File: src/rtl/lvds_byte_serializer.sv
// lvds_byte_serializer: byte FIFO feeding an MSB-first serial line on a free-running 8-bit frame
//   lvds_clk   bit clock, all logic on the rising edge
//   rst_n      asynchronous active-low reset
//   i_en       transmit enable, sampled on the frame load edge only
//   i_data     byte to queue, accepted when i_valid && o_ready
//   i_valid    i_data is valid
//   o_ready    FIFO not full
//   o_lvds_d   serial data, MSB first
//   o_frame    high while a byte's MSB is on o_lvds_d
//   o_idle_ins high with o_frame when the current byte is the inserted idle byte
//   o_level    FIFO occupancy
module lvds_byte_serializer #(
    parameter int         FIFO_DEPTH = 4,
    parameter logic [7:0] IDLE_BYTE  = 8'hBC
) (
    input  logic                          lvds_clk,
    input  logic                          rst_n,
    input  logic                          i_en,
    input  logic [7:0]                    i_data,
    input  logic                          i_valid,
    output logic                          o_ready,
    output logic                          o_lvds_d,
    output logic                          o_frame,
    output logic                          o_idle_ins,
    output logic [$clog2(FIFO_DEPTH):0]   o_level
);
    localparam int AW = $clog2(FIFO_DEPTH);
    logic [7:0]    mem [FIFO_DEPTH];
    logic [AW-1:0] rd_ptr, wr_ptr;
    logic [AW:0]   level;
    logic [2:0]    bit_cnt;
    logic [7:0]    shift_reg, next_byte;
    logic          started, idle_flag, push, pop, load;
    assign load       = bit_cnt == 3'd7;
    assign o_ready    = level != (AW+1)'(FIFO_DEPTH);
    assign push       = i_valid && o_ready;
    // the pop decision uses pre-edge occupancy, so a byte pushed on the load edge waits one frame
    assign pop        = load && i_en && level != '0;
    assign next_byte  = pop ? mem[rd_ptr] : IDLE_BYTE;
    assign o_lvds_d   = shift_reg[7];
    assign o_frame    = started && bit_cnt == 3'd0;
    assign o_idle_ins = o_frame && idle_flag;
    assign o_level    = level;
    always_ff @(posedge lvds_clk)
        if (push) mem[wr_ptr] <= i_data;
    always_ff @(posedge lvds_clk or negedge rst_n)
        if (!rst_n) begin
            bit_cnt   <= '0;
            shift_reg <= '0;
            started   <= 1'b0;
            idle_flag <= 1'b0;
            rd_ptr    <= '0;
            wr_ptr    <= '0;
            level     <= '0;
        end else begin
            bit_cnt   <= bit_cnt + 3'd1;
            shift_reg <= load ? next_byte : {shift_reg[6:0], 1'b0};
            if (load) begin
                started   <= 1'b1;
                idle_flag <= !pop;
            end
            if (push) wr_ptr <= wr_ptr + AW'(1);
            if (pop) rd_ptr <= rd_ptr + AW'(1);
            level <= level + (AW+1)'(push) - (AW+1)'(pop);
        end
endmodule

File: config.mk
export PLATFORM = sky130hd
export DESIGN_NAME = lvds_byte_serializer
export DESIGN_NICKNAME = d
export VERILOG_FILES = /design/src/rtl/lvds_byte_serializer.sv
export SDC_FILE = /design/constraint.sdc
export NUM_CORES = 1
export LEC_CHECK = 0
export ABC_CLOCK_PERIOD_IN_PS = 2600
export CAP_MARGIN = 20
export CORE_ASPECT_RATIO = 0.7
export CORE_UTILIZATION = 40
export CTS_BUF_LIST = sky130_fd_sc_hd__clkbuf_4
export CTS_CLUSTER_DIAMETER = 100
export DETAILED_ROUTE_END_ITERATION = 10
export GPL_TIMING_DRIVEN = 0
export PLACE_DENSITY = 0.7
export SYNTH_ARGS = -nofsm -noshare
export SYNTH_HDL_FRONTEND = slang
export SYNTH_SLANG_ARGS = --single-unit
File: constraint.sdc
create_clock -name lvds_clk -period 2.6 [get_ports lvds_clk]
set_clock_uncertainty 0.15 [all_clocks]
set_input_delay 0.52 -clock lvds_clk [delete_from_list [all_inputs] [get_ports lvds_clk]]
set_output_delay 0.52 -clock lvds_clk [all_outputs]
set_load 0.005 [all_outputs]
Word level (Yosys, flattened, before mapping)
Memory sizes are Yosys's and may differ from the RTL's.
Index checks and enable logic that the tools add are counted.

operators by class
  reductions and logical operators = 8
  add/sub/neg operators = 5
  muxes and demuxes = 4
  equality and inequality tests = 2

operator list
  operator               count
  $mux W8                2
  $logic_and A1 B1 Y1    5
  $add A2 B1 Y2 const B  2
  $add A3 B1 Y3          1
  $add A3 B1 Y3 const B  1
  $eq A3 B3 Y1 const B   1
  $logic_not A3 Y1       1
  $ne A3 B3 Y1 const B   1
  $reduce_bool A3 Y1     1
  $sub A3 B1 Y3          1
  $mux W1                2
  $logic_not A1 Y1       1

storage, ports and cells
  output and inout port bits = 7
  register bits after elaboration = 20
  logic and storage cells = 27
  bits in writable memories = 32
  bits of input ports = 12
  memories kept = 1

memories
  memory  words  bits a word  rd ports  clocked after Yosys merged registers in  write ports  line  source
  mem     4      8            1         0                                        1            28    logic [7:0] mem [FIFO_DEPTH];

Depth between registers and ports, before layout
Gate-level depths: netlist (run 1).

  depth after elaboration = 5
  mapped depth = 11
  gate-level depth less buffers = 10

Least setup slack after synthesis (run 1)
OpenSTA, ideal clock, no wires.

  path type = register to register
  from = register bit_cnt[0]
  to = register level[2], in the netlist o_level[2]
  library setup time = 0.123 ns
  stages on the path, launching flop included = 12
  period minus slack after synthesis = 2.548 ns
  data required time = 2.327 ns
  path buffers = 1
  path slack = 0.052 ns
  arrival = 2.275 ns
  path through = dfrtp_1 > ha_1 > ha_1 > buf_2 > o311ai_4 > inv_1 > ha_1 > inv_1 > ha_1 > fa_1 > xnor2_1 > xnor2_1

on the way
  cells in the longest elaborated chain, start to end = 4

ends and longest elaborated chain
  item                               line  source
  from (decl)                        31    logic [2:0] bit_cnt;
  from (signal assigned)             56    bit_cnt <= bit_cnt + 3'd1;
  $eq A3 B3 Y1                       34    assign load = bit_cnt == 3'd7;
  $logic_and A1 B1 Y1 (2 in series)  38    assign pop = load && i_en && level != '0;
  $sub A3 B1 Y3                      64    level <= level + (AW+1)'(push) - (AW+1)'(pop);
  to (signal assigned)               64
  to (decl)                          30    logic [AW:0] level;

No other way between the ends.
A chain may end at the register's enable or synchronous reset.

Worst setup path after layout (run 1)
Ends and elaborated chain as after synthesis.

==> flow_metrics.py, run 1 <==
metrics = {
    "run_status": {
        "outcome": "completed",
    },
    "setup_path": {
        "r2r_slack_ns": 0.13,
        "cp_num_cells": 11,
        "regToRegEndpoint": "o_level[2]$_DFF_PN0_",
        "critical_path_class": "reg2reg",
        "reg2reg_depth": 11,
        "crit_path_end": "o_level[2]$_DFF_PN0_",
        "crit_family": "adder cells",
        "cp_max_fo": 10,
        "path_buf_inv": 3,
        "endpoint_kind": "flop",
        "r2r-start": "bit_cnt[0]$_DFF_PN0_",
        "crit_chain": "ha_2 -> ha_1 -> buf_6 -> o311ai_4 -> inv_2 -> ha_1 -> inv_1 -> ha_1 -> fa_2 -> xnor2_2 -> xnor2_1",
        "crit_arrival_ns": 2.58,
        "max_stage_delay_ns": 0.41,
        "cpMostUsedCell": "ha_1",
        "cpMaxStageDelayCell": "dfrtp_1",
        "worst_ep_required_time_ns": 2.71,
        "start_kind": "flop",
        "setup.worst_path.start": "bit_cnt[0]$_DFF_PN0_",
    },
    "sta": {
        "min_period_ns": 2.472,
        "finalCritPeriodShare": 0.9508,
        "worst_slew_pin_slew_ns": 0.8614,
        "maxSlewHeadroom": 0.4240,
        "setup_viol": 0,
        "drv_slew": 0,
        "clock.fmax_mhz": 404.5,
        "hold_violations": 0,
    },
    "routing": {
        "vias": 998,
        "drt_wl_total_mm": 3.169,
        "remaining_drc_errors": 0,
        "drt-pass1-iter-count": 4,
        "wl_per_cell_um": 15.16,
        "antenna_left": 0,
        "drt_iter0_drc": 59,
        "via_per_inst": 4.775,
    },
    "die": {
        "die-area_um2": 5457,
        "ios": 19,
        "die_y_um": 62.11,
        "row_count": 21,
        "core_um2": 4861,
        "start_util": 0.4247,
        "die_w_um": 87.87,
    },
    "cts": {
        "path_clk_slew_ns": 0.13,
        "cts_buffer_depth": 2,
        "numCtsBuffers": 5,
        "cts_max_level": 2,
        "cts.sinks": 52,
        "root_buffer": "clkbuf_4",
        "cts_tree": "done",
        "clk_latency_ns": 0.36,
    },
    "final_layout": {
        "antennaDiodeCount": 0,
        "fillCellCount": 420,
        "nNetsFinal": 162,
        "largest_register_ffs": 32,
        "final_common_cell": "edfxtp_1",
        "layout_common_cells": "edfxtp_1 (32), dfrtp_1 (20), clkdlybuf4s50_1 (18)",
        "drive_gt1_frac": 0.2143,
        "final_util": 0.4958,
        "syn_to_final_growth_pct": 16.73,
    },
    "synth": {
        "synth_area_leader_cell": "edfxtp_1",
        "synth_nets": 135,
        "synth.area.top_cells": "edfxtp_1 (47%), dfrtp_1 (24%), mux4_2 (8.7%)",
        "synth_top_area_frac": 0.4655,
        "ys_warn_count": 0,
        "synth_area_per_cell_um2": 18.27,
        "netlist_area_um2": 2064,
        "ys_seq_area_frac": 0.7079,
        "syn_inst": 113,
        "synth_cell_types": 21,
        "ys_seq_elements": 52,
    },
    "global_routing": {
        "grt_overflow_total": 0,
        "grt_pass1_wl_mm": 5.437,
        "antenna_found_initial": 0,
        "grt_pass1_vias": 1093,
        "grt_max_degree": 21,
        "track_usage": 0.1378,
    },
    "place": {
        "dp_hpwl_mm": 2.193,
        "place_congestion": 0.6884,
        "port_buffers": 18,
    },
    "pwr": {
        "powerDensity_nw_per_um2": 905.6,
        "leakage_uw": 0.0009132,
        "irDropWorstVdd_v": 0.0003705,
        "total_power_uw": 2182,
    },
    "flow_run": {
        "maxCapViolCount": 0,
    },
    "worst_hold_path": {
        "hp-class": "reg2reg",
    },
}
==> report_power, final <==
part	internal, uW	switching (uW)	total [uW]
clock network	94.9	221	316
logic	374	304	678
registers	1090	96.3	1190
total	1560	621	2180
==> synthesized netlist by cell type, drive strengths merged <==
cell type and count:
and2 3, and3 4, and3b 1, buf 2
clkbuf 1, dfrtp 20, edfxtp 32, fa 1
ha 9, inv 11, mux2 1, mux4 8
nand2 3, nor2 2, o21ai 2, o22a 5
o311ai 1, or2 1, or3b 1, xnor2 5
==> final cells by class <==
type	count	area [um^2]	area share
inverters	11	41.29	0.01713
well taps	69	86.33	0.03583
clock buffers	5	37.54	0.01558
repair buffers	20	195.2	0.08100
clock inverters	2	7.507	0.003115
flip-flops and latches	52	1461	0.6064
multi-input cells	47	560.5	0.2326
plain buffers	3	20.02	0.008307
==> through the flow <==
stage	setup slack (ns)	area [um^2]	hold WS [ns]	setup TNS, ns	cells
final	0.1280	2410	0.3275	0	209
after global routing	-0.0001450	2410	0.3488	-0.0001450	209
after CTS	0.05776	2401	0.3214	0	209
after detailed placement	-0.2640	2331	0.2985	-0.2640	200
after global placement	-0.1646	2331	0.2781	-0.1646	200
after floorplan	0.05218	2064	0.07441	0	113
==> kinds of logic after synthesis <==
logic type / after synthesis / share of synthesized area
XOR/XNOR: 5 / 0.02121
AND/OR/NAND/NOR: 15 / 0.04667
multiplexers: 9 / 0.09454
adder cells (fa/ha/maj): 10 / 0.06424
flip-flops: 52 / 0.7079
buffers and inverters: 14 / 0.02667
AO/OA/AOI/OAI: 8 / 0.03879
==> repair_timing <==
item	CTS	global route
endpoints found under the setup margin	2	1
pin swaps	1	1
resized for setup	3	4
setup buffers	2	0
hold buffers	0	0
==> worst min path at each step <==
stage               cells after the start                 start                   end  slack [ns]
global placement                        1  bit_cnt[0]$_DFF_PN0_  bit_cnt[0]$_DFF_PN0_        0.28
CTS                                     1  bit_cnt[0]$_DFF_PN0_  bit_cnt[0]$_DFF_PN0_        0.32
floorplan                               0                 rst_n  bit_cnt[0]$_DFF_PN0_        0.07
global route                            1   started$_DFFE_PN0N_   started$_DFFE_PN0N_        0.35
finish                                  1  bit_cnt[0]$_DFF_PN0_  bit_cnt[0]$_DFF_PN0_        0.33
detailed placement                      1   started$_DFFE_PN0N_   started$_DFFE_PN0N_        0.30
==> metal layers <==
layer / track usage / wire, um / vias up
met4: 0.04303 / 23 / 0
met2: 0.2200 / 1546 / 20
li1: - / - / 462
met1: 0.1821 / 1462 / 514
met3: 0.03989 / 135 / 2
met5: 0 / 0 / -
No activity file was read; power rests on OpenSTA's default activity.
==> run 2, diff against run 1 <==
--- a/config.mk
+++ b/config.mk
@@ -14,6 +14,7 @@
 export DETAILED_ROUTE_END_ITERATION = 10
 export GPL_TIMING_DRIVEN = 0
 export PLACE_DENSITY = 0.7
+export SLEW_MARGIN = 15
 export SYNTH_ARGS = -nofsm -noshare
 export SYNTH_HDL_FRONTEND = slang
 export SYNTH_SLANG_ARGS = --single-unit
==> results of run 2 <==
The final DEF is identical to that of run 1; final timing and power are the same.
